==> src/rtl/axis_frame_receiver.sv <==
// Pixel AXI-stream sink: checks SOF/EOL framing and writes pixels linearly into a frame buffer.
// Optional define FRAME_CHECKSUM_EN adds per-frame wrapping channel sums (sum_r/sum_g/sum_b).
module axis_frame_receiver #(
    parameter int Nrows = 480,
    parameter int Ncol  = 640,
    parameter int AW    = 19
) (
    input  logic          clk,
    input  logic          rst,
    input  logic          s_axis_tvalid,
    input  logic          s_axis_tuser,
    input  logic          s_axis_tlast,
    input  logic [23:0]   s_axis_tdata,
    output logic          wr_en,
    output logic [AW-1:0] wr_addr,
    output logic [23:0]   wr_data,
    output logic          frame_done,
    output logic          busy,
    output logic          err_sof,
    output logic          err_eol,
    output logic [15:0]   frame_cnt
`ifdef FRAME_CHECKSUM_EN
    ,
    output logic [31:0]   sum_r,
    output logic [31:0]   sum_g,
    output logic [31:0]   sum_b
`endif
);

    localparam int CW = (Ncol  > 1) ? $clog2(Ncol)  : 1;
    localparam int RW = (Nrows > 1) ? $clog2(Nrows) : 1;
    localparam logic [CW-1:0] COL_LAST = CW'(Ncol - 1);
    localparam logic [RW-1:0] ROW_LAST = RW'(Nrows - 1);
    localparam logic [AW-1:0] NCOL_A   = AW'(Ncol);

    typedef enum logic {IDLE, RECV} state_t;

    state_t        state_q, state_d;
    logic [CW-1:0] col_q, col_d;
    logic [RW-1:0] row_q, row_d;
    logic [AW-1:0] addr_q, addr_d;
    logic [AW-1:0] row_base_q, row_base_d;
    logic          wr_en_q, wr_en_d;
    logic [AW-1:0] wr_addr_q, wr_addr_d;
    logic [23:0]   wr_data_q, wr_data_d;
    logic          frame_done_q, frame_done_d;
    logic          busy_q, busy_d;
    logic          err_sof_q, err_sof_d;
    logic          err_eol_q, err_eol_d;
    logic [15:0]   frame_cnt_q, frame_cnt_d;
    logic          col_at_end;
    logic          row_end;

`ifdef FRAME_CHECKSUM_EN
    logic [31:0] acc_r_q, acc_r_d, acc_g_q, acc_g_d, acc_b_q, acc_b_d;
    logic [31:0] sum_r_q, sum_r_d, sum_g_q, sum_g_d, sum_b_q, sum_b_d;
    logic [31:0] pix_r, pix_g, pix_b;

    assign pix_r = {24'b0, s_axis_tdata[23:16]};
    assign pix_g = {24'b0, s_axis_tdata[15:8]};
    assign pix_b = {24'b0, s_axis_tdata[7:0]};
`endif

    assign col_at_end = (col_q == COL_LAST);
    assign row_end    = col_at_end || s_axis_tlast;

    always_comb begin
        state_d      = state_q;
        col_d        = col_q;
        row_d        = row_q;
        addr_d       = addr_q;
        row_base_d   = row_base_q;
        wr_en_d      = 1'b0;
        wr_addr_d    = wr_addr_q;
        wr_data_d    = wr_data_q;
        frame_done_d = 1'b0;
        err_sof_d    = 1'b0;
        err_eol_d    = 1'b0;
        frame_cnt_d  = frame_cnt_q;
`ifdef FRAME_CHECKSUM_EN
        acc_r_d = acc_r_q;
        acc_g_d = acc_g_q;
        acc_b_d = acc_b_q;
        sum_r_d = sum_r_q;
        sum_g_d = sum_g_q;
        sum_b_d = sum_b_q;
`endif

        if (s_axis_tvalid) begin
            if (s_axis_tuser) begin
                // SOF always restarts the frame, from IDLE or as a mid-frame resync; tlast is ignored.
                err_sof_d  = (state_q == RECV);
                wr_en_d    = 1'b1;
                wr_addr_d  = '0;
                wr_data_d  = s_axis_tdata;
                col_d      = CW'(1);
                row_d      = '0;
                addr_d     = AW'(1);
                row_base_d = '0;
                state_d    = RECV;
`ifdef FRAME_CHECKSUM_EN
                acc_r_d = pix_r;
                acc_g_d = pix_g;
                acc_b_d = pix_b;
`endif
            end else if (state_q == RECV) begin
                wr_en_d   = 1'b1;
                wr_addr_d = addr_q;
                wr_data_d = s_axis_tdata;
                err_eol_d = (col_at_end != s_axis_tlast);
`ifdef FRAME_CHECKSUM_EN
                acc_r_d = acc_r_q + pix_r;
                acc_g_d = acc_g_q + pix_g;
                acc_b_d = acc_b_q + pix_b;
`endif
                if (row_end) begin
                    col_d      = '0;
                    row_d      = row_q + RW'(1);
                    row_base_d = row_base_q + NCOL_A;
                    addr_d     = row_base_q + NCOL_A;
                    if (row_q == ROW_LAST) begin
                        state_d      = IDLE;
                        frame_done_d = 1'b1;
                        frame_cnt_d  = frame_cnt_q + 16'd1;
                        row_d        = '0;
                        row_base_d   = '0;
                        addr_d       = '0;
`ifdef FRAME_CHECKSUM_EN
                        sum_r_d = acc_r_q + pix_r;
                        sum_g_d = acc_g_q + pix_g;
                        sum_b_d = acc_b_q + pix_b;
`endif
                    end
                end else begin
                    col_d  = col_q + CW'(1);
                    addr_d = addr_q + AW'(1);
                end
            end
        end

        busy_d = (state_d == RECV) || frame_done_d;
    end

    always_ff @(posedge clk) begin
        if (!rst) begin
            state_q      <= IDLE;
            col_q        <= '0;
            row_q        <= '0;
            addr_q       <= '0;
            row_base_q   <= '0;
            wr_en_q      <= 1'b0;
            wr_addr_q    <= '0;
            wr_data_q    <= '0;
            frame_done_q <= 1'b0;
            busy_q       <= 1'b0;
            err_sof_q    <= 1'b0;
            err_eol_q    <= 1'b0;
            frame_cnt_q  <= '0;
`ifdef FRAME_CHECKSUM_EN
            acc_r_q <= '0;
            acc_g_q <= '0;
            acc_b_q <= '0;
            sum_r_q <= '0;
            sum_g_q <= '0;
            sum_b_q <= '0;
`endif
        end else begin
            state_q      <= state_d;
            col_q        <= col_d;
            row_q        <= row_d;
            addr_q       <= addr_d;
            row_base_q   <= row_base_d;
            wr_en_q      <= wr_en_d;
            wr_addr_q    <= wr_addr_d;
            wr_data_q    <= wr_data_d;
            frame_done_q <= frame_done_d;
            busy_q       <= busy_d;
            err_sof_q    <= err_sof_d;
            err_eol_q    <= err_eol_d;
            frame_cnt_q  <= frame_cnt_d;
`ifdef FRAME_CHECKSUM_EN
            acc_r_q <= acc_r_d;
            acc_g_q <= acc_g_d;
            acc_b_q <= acc_b_d;
            sum_r_q <= sum_r_d;
            sum_g_q <= sum_g_d;
            sum_b_q <= sum_b_d;
`endif
        end
    end

    assign wr_en      = wr_en_q;
    assign wr_addr    = wr_addr_q;
    assign wr_data    = wr_data_q;
    assign frame_done = frame_done_q;
    assign busy       = busy_q;
    assign err_sof    = err_sof_q;
    assign err_eol    = err_eol_q;
    assign frame_cnt  = frame_cnt_q;
`ifdef FRAME_CHECKSUM_EN
    assign sum_r = sum_r_q;
    assign sum_g = sum_g_q;
    assign sum_b = sum_b_q;
`endif

endmodule

==> config.mk <==
export PLATFORM = sky130hd
export DESIGN_NAME = axis_frame_receiver
export DESIGN_NICKNAME = d
export VERILOG_FILES = /design/src/rtl/axis_frame_receiver.sv
export SDC_FILE = /design/constraint.sdc
export NUM_CORES = 1
export LEC_CHECK = 0
export ABC_AREA = 1
export BUFFER_PORTS_ARGS = -buffer_cell sky130_fd_sc_hd__buf_2
export CORE_ASPECT_RATIO = 1.5
export CORE_UTILIZATION = 45
export CTS_CLUSTER_DIAMETER = 50
export DETAILED_ROUTE_END_ITERATION = 6
export HOLD_SLACK_MARGIN = 0.03
export PLACE_DENSITY = 0.64
export SLEW_MARGIN = 20
export SYNTH_ARGS = -nofsm -noshare
export SYNTH_HDL_FRONTEND = slang
export SYNTH_SLANG_ARGS = --single-unit
==> constraint.sdc <==
create_clock -name clk -period 2.92 [get_ports clk]
set_clock_uncertainty 0.1 [all_clocks]
set_input_delay 0.438 -clock clk [delete_from_list [all_inputs] [get_ports clk]]
set_output_delay 0.438 -clock clk [all_outputs]
set_load 0.02 [all_outputs]
After elaboration in Yosys (flattened, before gate mapping) --
Cells that the tools add are included.
Cells by class: bitwise logic cells 4, reduce and logical (&&, ||, !) cells 10, add/sub/neg operators 5, multiplexer cells 30, eq/ne operators 3
Operators by type and width (number):
- $mux W19 | 9
- $mux W24 | 2
- $mux W9 | 4
- $mux W10 | 3
- $add A19 B1 Y19 const B | 1
- $add A19 B10 Y19 const B | 1
- $add A16 B1 Y16 const B | 1
- $mux W1 | 12
- $add A10 B1 Y10 const B | 1
- $eq A10 B10 Y1 const B | 1
- $add A9 B1 Y9 const B | 1
- $eq A9 B9 Y1 const B | 1
- $reduce_and A3 Y1 | 2
- $reduce_and A5 Y1 | 1
- $not A1 Y1 | 4
- $reduce_and A2 Y1 | 2
- $reduce_bool A2 Y1 | 2
- $reduce_or A4 Y1 | 1
- $logic_or A1 B1 Y1 | 2
- $ne A1 B1 Y1 | 1
Word-level totals: register bits after elaboration 122, logic and storage cells 65, input port bits 29

Longest topological paths before layout --
word-level depth 7, depth in mapped cells 14

Worst setup path after synthesis --
OpenSTA, ideal clock, no wires.
kind reg2reg, start point register col_q[0], end point register row_base_q[14], arrival time 1.979 ns, slack 0.705 ns, clock period less this slack 2.215 ns, cell stages (with the launch flop) 14, buffers on the path 2, library setup time 0.136 ns, cell sequence dfxtp_1 -> ha_1 -> nand2_1 -> nor3_1 -> nand3_1 -> ha_1 -> buf_2 -> nand2_1 -> nand2_2 -> inv_2 -> nor2_4 -> inv_2 -> buf_2 -> o22ai_1
Between the ends: word-level cells in the longest chain between the ends 4
Ends and longest elaborated chain:
- from (decl) | line 39 | logic [CW-1:0] col_q, col_d;
- from (signal assigned) | line 169 | col_q <= col_d;
- $eq A10 B10 Y1 | line 64 | assign col_at_end = (col_q == COL_LAST);
- $logic_or A1 B1 Y1 | line 65 | assign row_end = col_at_end || s_axis_tlast;
- $reduce_bool A2 Y1 (no line)
- $reduce_and A3 Y1 (no line)
- to (signal assigned) | line 172 | row_base_q <= row_base_d;
- to (decl) | line 42 | logic [AW-1:0] row_base_q, row_base_d;
Every way passes these cells. A chain may end at the register's enable or synchronous reset.

Final worst setup path --
start point register col_q[0], end point register row_base_q[9]
Same word-level chain as after synthesis.

==> impl_metrics.csv <==
group,metric,value,unit
yosys,ys_types,39,
timing,fin_crit,2584,ps
detailed_routing,drc,0,
yosys,synth_edf_count,0,
yosys,syn-num-nets,827,
setup_path,cp.arrival,2810,ps
detailed_routing,drt-initial-drc-count,304,
pwr,leakagePower,2.756,nW
detailed_routing,first_pass_iters,7,
timing,fin_crit_sh,0.8849,
cells_and_area,nFillCells,1192,
yosys,synth.most_common_cell,"nand2_1",
yosys,yosys-top-cells-area,"dfxtp_1 (44%), nand2_1 (14%), nand3_1 (7.1%)",
setup_path,worstPathRequired,3150,ps
placement,place.gp.congestion,0.8862,
clock_tree,cts.path.max_buffers,2,
setup_path,crit_start,"col_q[0]$_SDFFE_PN0P_",
setup_path,rr_worst_depth,10,
setup_path,worst-path-buf-inv,3,
clock_tree,cts.sinks,122,
cells_and_area,n_antenna_cell,0,
setup_path,crit_chain,"ha_1 > nand2_1 > nor3_1 > nand3_1 > ha_1 > buf_4 > inv_2 > buf_4 > nand2_1 > o22ai_1",
yosys,synthesis.area,0.005579,sq mm
timing,slew_violations,0,
clock_tree,path_clk_slew,50,ps
setup_path,crit_path_end,"row_base_q[9]$_SDFFE_PN0P_",
floorplanning,die_h,138.4,microns
timing,tns,0,ps
setup_path,end_kind,"flip-flop",
setup_path,cp.depth,10,
timing,max_slew.worst_pin.slew,664.7,ps
timing,max_slew_margin,0.5562,
setup_path,r2r_slack,340,ps
setup_path,critPathLaunchType,"flip-flop",
clock_tree,cts_buffers,17,
setup_path,cpMaxStageDelayCell,"dfxtp_1",
detailed_routing,avgRoutedWirePerCell,13.94,microns
detailed_routing,ant_nets,0,
clock_tree,postCtsSetupRepairBufs,0,
setup_path,rr_startpoint,"col_q[0]$_SDFFE_PN0P_",
timing,whs,122.3,ps
floorplanning,fp-row-count,49,
global_route,grt-ovfl-total,0,
hold_path,hp-class,"in2reg",
clock_tree,cts_tree,"done",
floorplanning,io_pins,93,
setup_path,r2r_end,"row_base_q[9]$_SDFFE_PN0P_",
yosys,syn_inst,792,
placement,hpwl,10.76,mm
setup_path,worst_path_largest_cell_delay,360,ps
timing,rsz0062_at_grt,"false",
setup_path,crit_type,"reg2reg",
yosys,synth_commonest_cells,"nand2_1 (213), dfxtp_1 (122), nand3_1 (79)",
setup_path,cp_max_fo,24,
timing,setup_viol,0,
global_route,track_usage,0.2347,
global_route,grtUsageMet1,0.2854,
cells_and_area,layoutNonFillerInstCount,1047,
timing,final-hold-violation-count,0,
pwr,p_total,4.039,mW
detailed_routing,finalWirelength,14.59,mm
global_route,antenna_found_initial,0,
floorplanning,die_w,92.92,microns
yosys,yosysTopAreaCell,"dfxtp_1",
placement,dp.cells,1017,
clock_tree,clk_latency,410,ps
cells_and_area,area_growth,21.08,%
floorplanning,core_area,0.01202,sq mm
run,drv_cap,0,
global_route,grt_use_met3,0.04455,
placement,io_buffers,92,
yosys,ys_ff_latch,122,
pwr,ir_drop,0.3593,mV
floorplanning,start_util,0.4643,
setup_path,crit_family,"simple AND/OR/NAND/NOR gates",
cells_and_area,finalNetCount,918,
yosys,ys_async_sr_fraction,0,
global_route,grt_max_degree,39,
cells_and_area,drive_gt1_frac,0.1745,
clock_tree,htreeDepth,4,
yosys,yosysSeqAreaShare,0.4378,
clock_tree,ctsResizeCount,0,
outcome,run_status,"complete, no violations",
floorplanning,dieArea,0.01286,sq mm
timing,max_freq,387.0,MHz
clock_tree,ctsRootBufferMaster,"clkbuf_16",
detailed_routing,via_per_inst,5.202,
global_route,grt_use_met2,0.4029,
yosys,ys.flop_type,"dfxtp_1",
yosys,synth_area_per_cell,7.044,sq um
clock_tree,cts_hold_buf,0,
yosys,yosys_warnings,0,
pwr,powerDensity,597.8,mW/mm^2
global_route,top_usage_layer,"met2",
global_route,grt_pass1_vias,5259,
yosys,synth_top_area_frac,0.4378,
detailed_routing,vias,5447,
global_route,grt_pass1_wl,24.40,mm
-- stage by stage --
step | utilization | setup WS, ps | cell area [sq um]
2_1_floorplan | - | 704.8 | 5579
3_3_place_gp | 0.5136 | 492.2 | 6172
3_5_place_dp | 0.5136 | 396.8 | 6172
4_1_cts | 0.5622 | 350.1 | 6755
5_1_grt | 0.5622 | 59.72 | 6755
6_report | 0.5622 | 336.1 | 6755
-- flip-flops by register name, indices dropped and copies added (netlist names), 9 cells and up --
name	flops
col_q	10
addr_q	19
row_base_q	19
frame_cnt	16
wr_addr	19
row_q	9
wr_data	24
-- tightest hold or removal path, delay by kind of cell --
kind | cells | cell delay, ps
buffers and inverters | 1 | 80
and+or+nand+nor | 2 | 80
-- area by class of cell --
class                           count  area, sq um  area share
Inverter                           85        319.1     0.04723
Clock inverter                      9        122.6     0.01815
Sequential cell                   122         2442      0.3615
Multi-Input combinational cell    557         2699      0.3995
Timing Repair Buffer              100        520.5     0.07705
Clock buffer                       21        460.4     0.06816
Tap cell                          153        191.4     0.02834
-- kinds of logic (layout without fill, tap and decap cells) --
| kind of cell | Yosys count | count (layout) | synth area share |
|---|---|---|---|
| buffers and inverters | 113 | 215 | 0.07849 |
| DFF | 122 | 122 | 0.4378 |
| adders and majority gates | 6 | 6 | 0.01346 |
| AOI/OAI and AO/OA | 132 | 132 | 0.1290 |
| and+or+nand+nor | 410 | 410 | 0.3272 |
| xor gates and xnor gates | 9 | 9 | 0.01413 |
-- per-layer routing --
layer	routed length, microns	vias up
li1	-	2785
met1	6390	2500
met2	7300	136
met3	651	26
met4	249	0
met5	0	-
-- worst min-delay path by stage --
stage	start	to	slack (ps)	cells after the start
after detailed placement	row_base_q[0]$_SDFFE_PN0P_	row_base_q[0]$_SDFFE_PN0P_	320	2
after global routing	s_axis_tdata[20]	wr_data[20]$_SDFFE_PN0P_	130	3
final	s_axis_tdata[18]	wr_data[18]$_SDFFE_PN0P_	120	3
after CTS	s_axis_tdata[18]	wr_data[18]$_SDFFE_PN0P_	120	3
after global placement	row_base_q[0]$_SDFFE_PN0P_	row_base_q[0]$_SDFFE_PN0P_	320	2
after floorplan	row_base_q[0]$_SDFFE_PN0P_	row_base_q[0]$_SDFFE_PN0P_	310	2
-- report_power, final --
group	internal [mW]	leakage, nW	total, mW	switching (mW)
Clock	1.37	0.288	2.07	0.706
Sequential	1.70	0.988	1.72	0.0195
Combinational	0.0751	1.48	0.247	0.172
-- layout by cell type (no fill, tap or decap), drive strengths merged --
| cell type | netlist | routed |
|---|---|---|
| o31ai | 1 | 1 |
| buf | 14 | 100 |
| nor2 | 73 | 73 |
| dfxtp | 122 | 122 |
| clkinv | 1 | 6 |
| xor2 | 6 | 6 |
| clkinvlp | 0 | 1 |
| o22ai | 9 | 9 |
| a31oi | 2 | 2 |
| inv | 84 | 84 |
| a311oi | 1 | 1 |
| nand4 | 8 | 8 |
| nor3 | 24 | 24 |
| and2 | 1 | 1 |
| clkbuf | 14 | 21 |
| nand3 | 82 | 82 |
| nor4 | 1 | 1 |
| nand2 | 217 | 217 |
| a32o | 4 | 4 |
| ha | 6 | 6 |
| xnor2 | 3 | 3 |
| o311ai | 1 | 1 |
| a211oi | 3 | 3 |
| a21oi | 67 | 67 |
| nand3b | 2 | 2 |
| o21ai | 43 | 43 |
| a2111oi | 1 | 1 |
| nor3b | 2 | 2 |
| bufinv | 0 | 3 |
(Power assumes the default switching activity.)
